**src/rtl/challenge_prober.sv**
```systemverilog
// Stimulus/measure stage for the analog challenge cell: launches a controlled edge
// on chal_in and counts clk cycles until the synchronised chal_out follows it.
module challenge_prober #(
  parameter int CNT_W       = 16,
  parameter int TIMEOUT     = 1000,
  parameter int SYNC_STAGES = 2,
  parameter bit INVERT      = 1'b0
) (
  input  logic             clk,
  input  logic             rst,
  input  logic             start,
  input  logic             polarity,
  input  logic             chal_out,
  output logic             chal_in,
  output logic             busy,
  output logic             done,
  output logic             timeout,
  output logic [CNT_W-1:0] delay
);

  // state   | meaning
  // IDLE    | waiting for start; chal_in holds its last level
  // PRESET  | chal_in at pre-edge level, waiting for the cell to settle
  // MEASURE | edge launched, counting cycles until the cell follows
  typedef enum logic [1:0] {IDLE, PRESET, MEASURE} state_t;

  localparam logic [CNT_W-1:0] CNT_LAST = CNT_W'(TIMEOUT - 1);
  localparam logic [CNT_W-1:0] CNT_TO   = CNT_W'(TIMEOUT);
  localparam logic [CNT_W-1:0] CNT_MAX  = '1;

  state_t                 state;
  logic [CNT_W-1:0]       cnt;
  logic [SYNC_STAGES-1:0] sync;
  logic                   matched;

  // The cell output is compared against the level it should settle to
  assign matched = (sync[SYNC_STAGES-1] == (chal_in ^ INVERT));
  assign busy    = (state != IDLE);

  always_ff @(posedge clk or posedge rst) begin
    if (rst) begin
      sync <= '0;
    end else begin
      sync <= {sync[SYNC_STAGES-2:0], chal_out};
    end
  end

  always_ff @(posedge clk or posedge rst) begin
    if (rst) begin
      state   <= IDLE;
      chal_in <= 1'b0;
      done    <= 1'b0;
      timeout <= 1'b0;
      delay   <= '0;
      cnt     <= '0;
    end else begin
      done <= 1'b0;
      case (state)
        IDLE: begin
          if (start) begin
            state   <= PRESET;
            chal_in <= polarity;
            cnt     <= '0;
            timeout <= 1'b0;
            delay   <= '0;
          end
        end
        PRESET: begin
          if (matched) begin
            state   <= MEASURE;
            chal_in <= ~chal_in;
            cnt     <= '0;
          end else if (cnt == CNT_LAST) begin
            state   <= IDLE;
            timeout <= 1'b1;
            delay   <= '0;
            done    <= 1'b1;
          end else begin
            cnt <= (cnt == CNT_MAX) ? cnt : cnt + 1'b1;
          end
        end
        MEASURE: begin
          if (matched) begin
            state <= IDLE;
            delay <= cnt;
            done  <= 1'b1;
          end else if (cnt == CNT_LAST) begin
            state   <= IDLE;
            timeout <= 1'b1;
            delay   <= CNT_TO;
            done    <= 1'b1;
          end else begin
            cnt <= (cnt == CNT_MAX) ? cnt : cnt + 1'b1;
          end
        end
        default: state <= IDLE;
      endcase
    end
  end

endmodule

```
**config.mk**
```make
export PLATFORM = sky130hd
export DESIGN_NAME = challenge_prober
export DESIGN_NICKNAME = d
export VERILOG_FILES = /design/src/rtl/challenge_prober.sv
export SDC_FILE = /design/constraint.sdc
export NUM_CORES = 1
export LEC_CHECK = 0
export BUFFER_PORTS_ARGS = -buffer_cell sky130_fd_sc_hd__buf_2
export CAP_MARGIN = 10
export CORE_UTILIZATION = 43
export CTS_CLUSTER_SIZE = 14
export DETAILED_ROUTE_END_ITERATION = 7
export PLACE_DENSITY_LB_ADDON = 0.05
export RECOVER_POWER = 100
export SLEW_MARGIN = 30
export SYNTH_ARGS = -nofsm -noshare
export SYNTH_HDL_FRONTEND = slang
export SYNTH_SLANG_ARGS = --single-unit
```
**constraint.sdc**
```tcl
create_clock -name clk -period 6.4 [get_ports clk]
set_clock_uncertainty 0.2 [all_clocks]
set_input_delay 1.28 -clock clk [delete_from_list [all_inputs] [get_ports clk]]
set_output_delay 1.28 -clock clk [all_outputs]
set_load 0.05 [all_outputs]
```
# Yosys cells after proc, flatten, opt, wreduce, memory -nomap -nowiden
# Index checks and enable logic that the tools add are counted.
[totals] register_bits=39 word_cells=59 input_bits=5
[classes] eq_ne=13 n_addsub=1 bitwise=1 muxes=27 n_reduce_logical=10
[ops] op="16-bit 2-to-1 mux" count=9
[ops] op="16-bit case mux with 3 select lines" count=2
[ops] op="16-bit by 1-bit adder with 16-bit output, second input constant" count=1
[ops] op="16-bit by 10-bit == test with 1-bit output, second input constant" count=1
[ops] op="16-bit == test, second input constant" count=1
[ops] op="2-bit != test, second input constant" count=6
[ops] op="1-bit 2-to-1 mux" count=8
[ops] op="2-bit 2-to-1 mux" count=4
[ops] op="1-bit case mux with 2 select lines" count=3
[ops] op="2-bit case mux with 3 select lines" count=1
[ops] op="3-bit AND reduction" count=2
[ops] op="2-bit nonzero test" count=3
[ops] op="5-bit AND reduction" count=1
[ops] op="4-bit AND reduction" count=1
[ops] op="3-bit != test, second input constant" count=1
[ops] op="3-bit nonzero test" count=1
[ops] op="2-bit by 1-bit == test with 1-bit output, second input constant" count=1
[ops] op="2-bit == test, second input constant" count=1
[ops] op="2-bit logical NOT" count=1
[ops] op="2-bit by 1-bit != test with 1-bit output, second input constant" count=1
[ops] op="2-bit OR reduction" count=1
[ops] op="1-bit == test" count=1
[ops] op="1-bit NOT" count=1

# Logic depth before layout (Yosys ltp)
[depth] word_depth=5 mapped_depth=8 mapped_depth_nobuf=7

# Worst setup path before layout
# No wires, ideal clock.
[synth_path] path_kind="input to register" start="input port start" end="register cnt[11]" path_slack_ps=3570 required_ps=6122 arrival_time_ps=2552 stages=5 n_path_buf=0 cell_sequence="nor2b_1 a211oi_2 nand2_1 or4_1 a21oi_1"
[synth_between] elab_chain_cells=2
[synth_rtl] element="start: declaration" line="11" text="input logic start,"
[synth_rtl] element="2-bit != test (no source line)"
[synth_rtl] element="3-bit AND reduction (no source line)"
[synth_rtl] element="end signal: assignment" line="79" text="cnt <= (cnt == CNT_MAX) ? cnt : cnt + 1'b1;"
[synth_rtl] element="end signal: assignment" line="93" text="cnt <= (cnt == CNT_MAX) ? cnt : cnt + 1'b1;"
[synth_rtl] element="end: declaration" line="32" text="logic [CNT_W-1:0] cnt;"
# No other way between the ends.
# A chain may end at the register's enable or synchronous reset.

# Worst setup path in the final report
[layout_path] start="input port start" end="register cnt[10]"
# Same word-level chain as after synthesis.

==> results.md <==
- By area the synthesized netlist is led by dfrtp_1, o21ai_0, a21oi_1.
- The per-cell via count in the routed design is 6.136.
- The top-level I/O count is 25.
- The flow ran to the end, but the final reports show violations.
- The floorplan has 24 rows.
- From synthesis to final layout, the design area changed by 10.52%.
- The tree built by TritonCTS fans out to 39 sinks.
- The die covers around 4900 um^2.
- The via count of the first global-routing pass came to about 1600.
- In the synthesized netlist the async set-or-reset flop fraction comes to 100.0%.
- The netlist uses 46 different library cells.
- The final reports fail on max-capacitance violations, max-slew violations.
- The worst reg2reg path depth is 7.
- The largest single stage delay on the critical path is approximately 0.86 ns.
- The first routing iteration left 85 violations.
- Before antenna repair, the detailed router went through 4 iterations.
- In the final routed layout, each cell accounts on average for 16.72 um.
- Setup violations remaining at the end of the flow were counted as 0.
- The post-synthesis average cell area is between 10 and 15 um^2.
- Across the run, the number of max-cap violations was 1.
- Broken down by cell family, the worst path's largest delay share belongs to compound AO/OA/AOI/OAI gates.
- The horizontal die dimension is ~70 um.
- The type of the worst min-delay path is flip-flop to flip-flop.
- The number of vias in the routed layout is between 1500 and 2000.
- The final worst-path cycle share is a little over three fifths.
- The smallest hold slack is 0.1520 ns.
- The clock tree from TritonCTS is done.
- Traced cell by cell, the critical path runs through clkbuf_1 > nor2b_1 > a211oi_1 > o21ai_0 > or4_1 > nand2_1.
- Along the worst path, the maximum fanout reaches 17.
- The total negative slack is 0 ns.
- After clock tree synthesis, the clock-pin slew on the worst setup and hold paths is roughly 0.08 ns.
- By instance count, the leading cell after synthesis is dfrtp_1.
- Setup repair after global routing left no endpoint under its margin.
- In this run the tool buffered the top-level ports with 24 buffer cells.
- Synthesis inferred 39 register bits.
- Of the post-synthesis cell area, the dominant cell type holds 48.84%.
- After detailed routing, the total wire length is approximately 4500 um.
- The congestion estimate from routability-driven global placement came to ~0.88.
- The endpoint identified for the worst register-to-register timing path is cnt[10].
- The ratio of total power to cell area is 400.0 nW/um^2.
- For hold timing, the worst endpoint is sync[1].
- Prior to clock tree synthesis, the placed netlist has a worst setup slack of just under 3 ns.
- The commonest cells after synthesis are dfrtp_1, o21ai_0, nor2_1, a21oi_1, nand2_1.
- The number of buffers and inverters on the critical path is 1.
- The count of endpoints failing hold in the final timing report is 0.
- The count of nets left with antenna violations once routing finished came out at 0.
- In this run, synthesis inferred 0 flip-flops with an integrated enable.
- For this run the aggregate overflow at the end of global routing stands at 0.
- After legalization and detailed placement, the total HPWL measured between 3000 and 4000 um.
- The worst relative slew slack is -38.67%.
- At the worst endpoint, the required time is approximately 6.4 ns.
- The clock latency on the worst-skew pair is between 0.2 and 0.3 ns.
- The filler cells instantiated in the layout total about 400.
- The startpoint type of the worst setup path is a primary input.
- The number of H-tree levels is 2.
- For this run, the post-layout net count is 229.
- Subtracting the final worst setup slack from the clock period gives approximately 4 ns.
- The peak supply drop is approximately 0.26 mV.
- The kind of end point of the critical path is a flip-flop.
- The arrival time at the worst endpoint is 4.03 ns.
- The area of all sequential standard cells is between 900 and 1000 um^2.
- The worst hold path stage count is 0.
- In the final layout, the multi-input gates occupy 925.9 um^2.
- The first global-routing pass estimated approximately 7700 um of wire.
- The type of the setup path with the least slack is primary input to flip-flop.
- Counting the buffers created by CTS gives 5.
- In the synthesized netlist the dominant register cell turns out to be dfrtp_1.
- Setup slack on the critical path of the routed design comes to between 2 and 2.5 ns.
- The quantity of gates resized following cts is 0.
- In this run the vertical extent of the chip is 70.17 um.
- Hold repair after CTS inserted 0 buffers.
- The startpoint identified for the worst hold timing path is sync[0].
- The cell count after synthesis came out at around 190.
- The cell area after synthesis is between 1500 and 2000 um^2.
- The starting density of the core is between 40% and 50%.
- Entering global routing, the biggest net connects 40 pins.
- The post-synthesis cell type with the largest combined area is dfrtp_1.
- The post-synthesis net count is 203.
- The total routing resource utilization after global routing is 19.66%.
- The slowest cell on the critical path is a211oi_1.
- Based on the critical path, the design can be clocked at up to between 200 and 250 MHz.
- The number of antenna diodes in the final layout is 0.
- The launching point of the worst reg2reg path is state[0].
- Of the cells placed in the final design, the portion with a size suffix greater than 1 is approximately 10%.
- The slew at the pin with the worst max-slew slack is 2.080 ns.
- The initial antenna violation count came to 0.
- The final number of max-transition violations is 40.
- Across all register-to-register paths, the minimum setup slack is roughly 2.7 ns.
- The total DRC errors in the routed layout is 0.
- The area of the core region is approximately 4400 um^2.
- The sequential element share of the synthesized area is slightly below 50%.
- The leakage component of the power is between 0.9 and 1 nW.
- Once the clock tree was built, the setup fixing pass inserted 0 buffers.
- The clock tree buffer depth is 2.
- The root buffer cell is clkbuf_8.
- For this run, the number of Yosys warnings is 0.
-- logic make-up (layout without fill, tap and decap cells) --
| kind of cell | count (synthesis) | after routing | share of synthesized area, % |
|---|---|---|---|
| AO/OA/AOI/OAI | 70 | 70 | 25.99 |
| XOR/XNOR | 2 | 2 | 0.8768 |
| adder cells (fa/ha/maj) | 5 | 5 | 3.131 |
| buffers and inverters | 13 | 40 | 3.006 |
| flip-flops | 39 | 39 | 48.84 |
| multiplexers | 2 | 2 | 1.002 |
| AND/OR/NAND/NOR | 62 | 62 | 17.16 |
-- flip-flops by register name, indices dropped and copies added, names as in the netlist --
| register | count |
|---|---|
| timeout | 1 |
| state | 2 |
| delay | 16 |
| sync | 2 |
| done | 1 |
| cnt | 16 |
| chal_in | 1 |
-- cells in the final DEF, fill, tap and decap left out, types with 2 or more instances in the layout --
cell and n:
nor3_1 4, clkbuf_1 22, o2111ai_1 2, inv_1 7
nand4_1 3, ha_1 5, o31ai_1 4, or3_1 7
buf_2 3, or2_2 2, clkbuf_8 6, o211ai_1 5
or4_1 7, a22o_1 5, a22o_2 6, o2bb2ai_1 6
nand2_1 9, or2b_1 2, dfrtp_1 39, nand3_1 8
nor2_1 14, a31oi_1 4, o21ai_0 16, a21oi_1 13
a211oi_1 2, mux2i_1 2
-- routing by layer --
layer / track usage [%] / part of all wire, % / vias to the layer above
met5: 0 / 0 / -
met4: 6.444 / 1.0 / 0
met3: 4.329 / 3.9 / 5
met2: 32.48 / 48 / 39
met1: 25.64 / 47 / 826
li1: - / - / 799
-- area by class of cell --
cell class / count / area share, %
repair buffers: 25 / 4.419
clock inverters: 2 / 1.586
flip-flops and latches: 39 / 44.19
inverters: 7 / 1.190
clock buffers: 6 / 3.739
multi-input cells: 141 / 41.93
well taps: 52 / 2.946
-- power by group --
| group | internal, mW | leakage (nW) | switching, mW |
|---|---|---|---|
| clock | 0.126 | 0.0612 | 0.0851 |
| combinational | 0.0868 | 0.323 | 0.281 |
| sequential | 0.279 | 0.531 | 0.0253 |
-- through the flow --
step                      utilization (%)  instance area (um^2)  power (mW)  instances
after floorplan                         -                  1998      0.6303        193
after global placement              48.87                  2157      0.6965        264
after detailed placement            48.87                  2157      0.7033        264
after CTS                           51.53                  2275      0.9169        272
after global routing                50.03                  2208      0.9383        272
final                               50.03                  2208      0.8834        272
-- worst register-to-register path, stage by stage (launching register included) --
cell and delay (ns):
dfrtp_1 0.42, inv_1 0.08, ha_1 0.24, nor2b_1 0.19
a211oi_1 0.86, o21ai_0 0.82, or4_1 0.71, nand2_1 0.09
-- how the worst max path moves through the flow --
stage	start	endpoint	slack, ns	depth (start not counted)
2_1_floorplan	start	cnt[11]	3.57	5
3_3_place_gp	start	cnt[2]	3.08	6
3_5_place_dp	start	cnt[10]	2.98	6
4_1_cts	start	cnt[10]	3.25	6
5_1_grt	start	cnt[8]	2.10	6
6_report	start	cnt[10]	2.39	6
(Power assumes the default switching activity.)
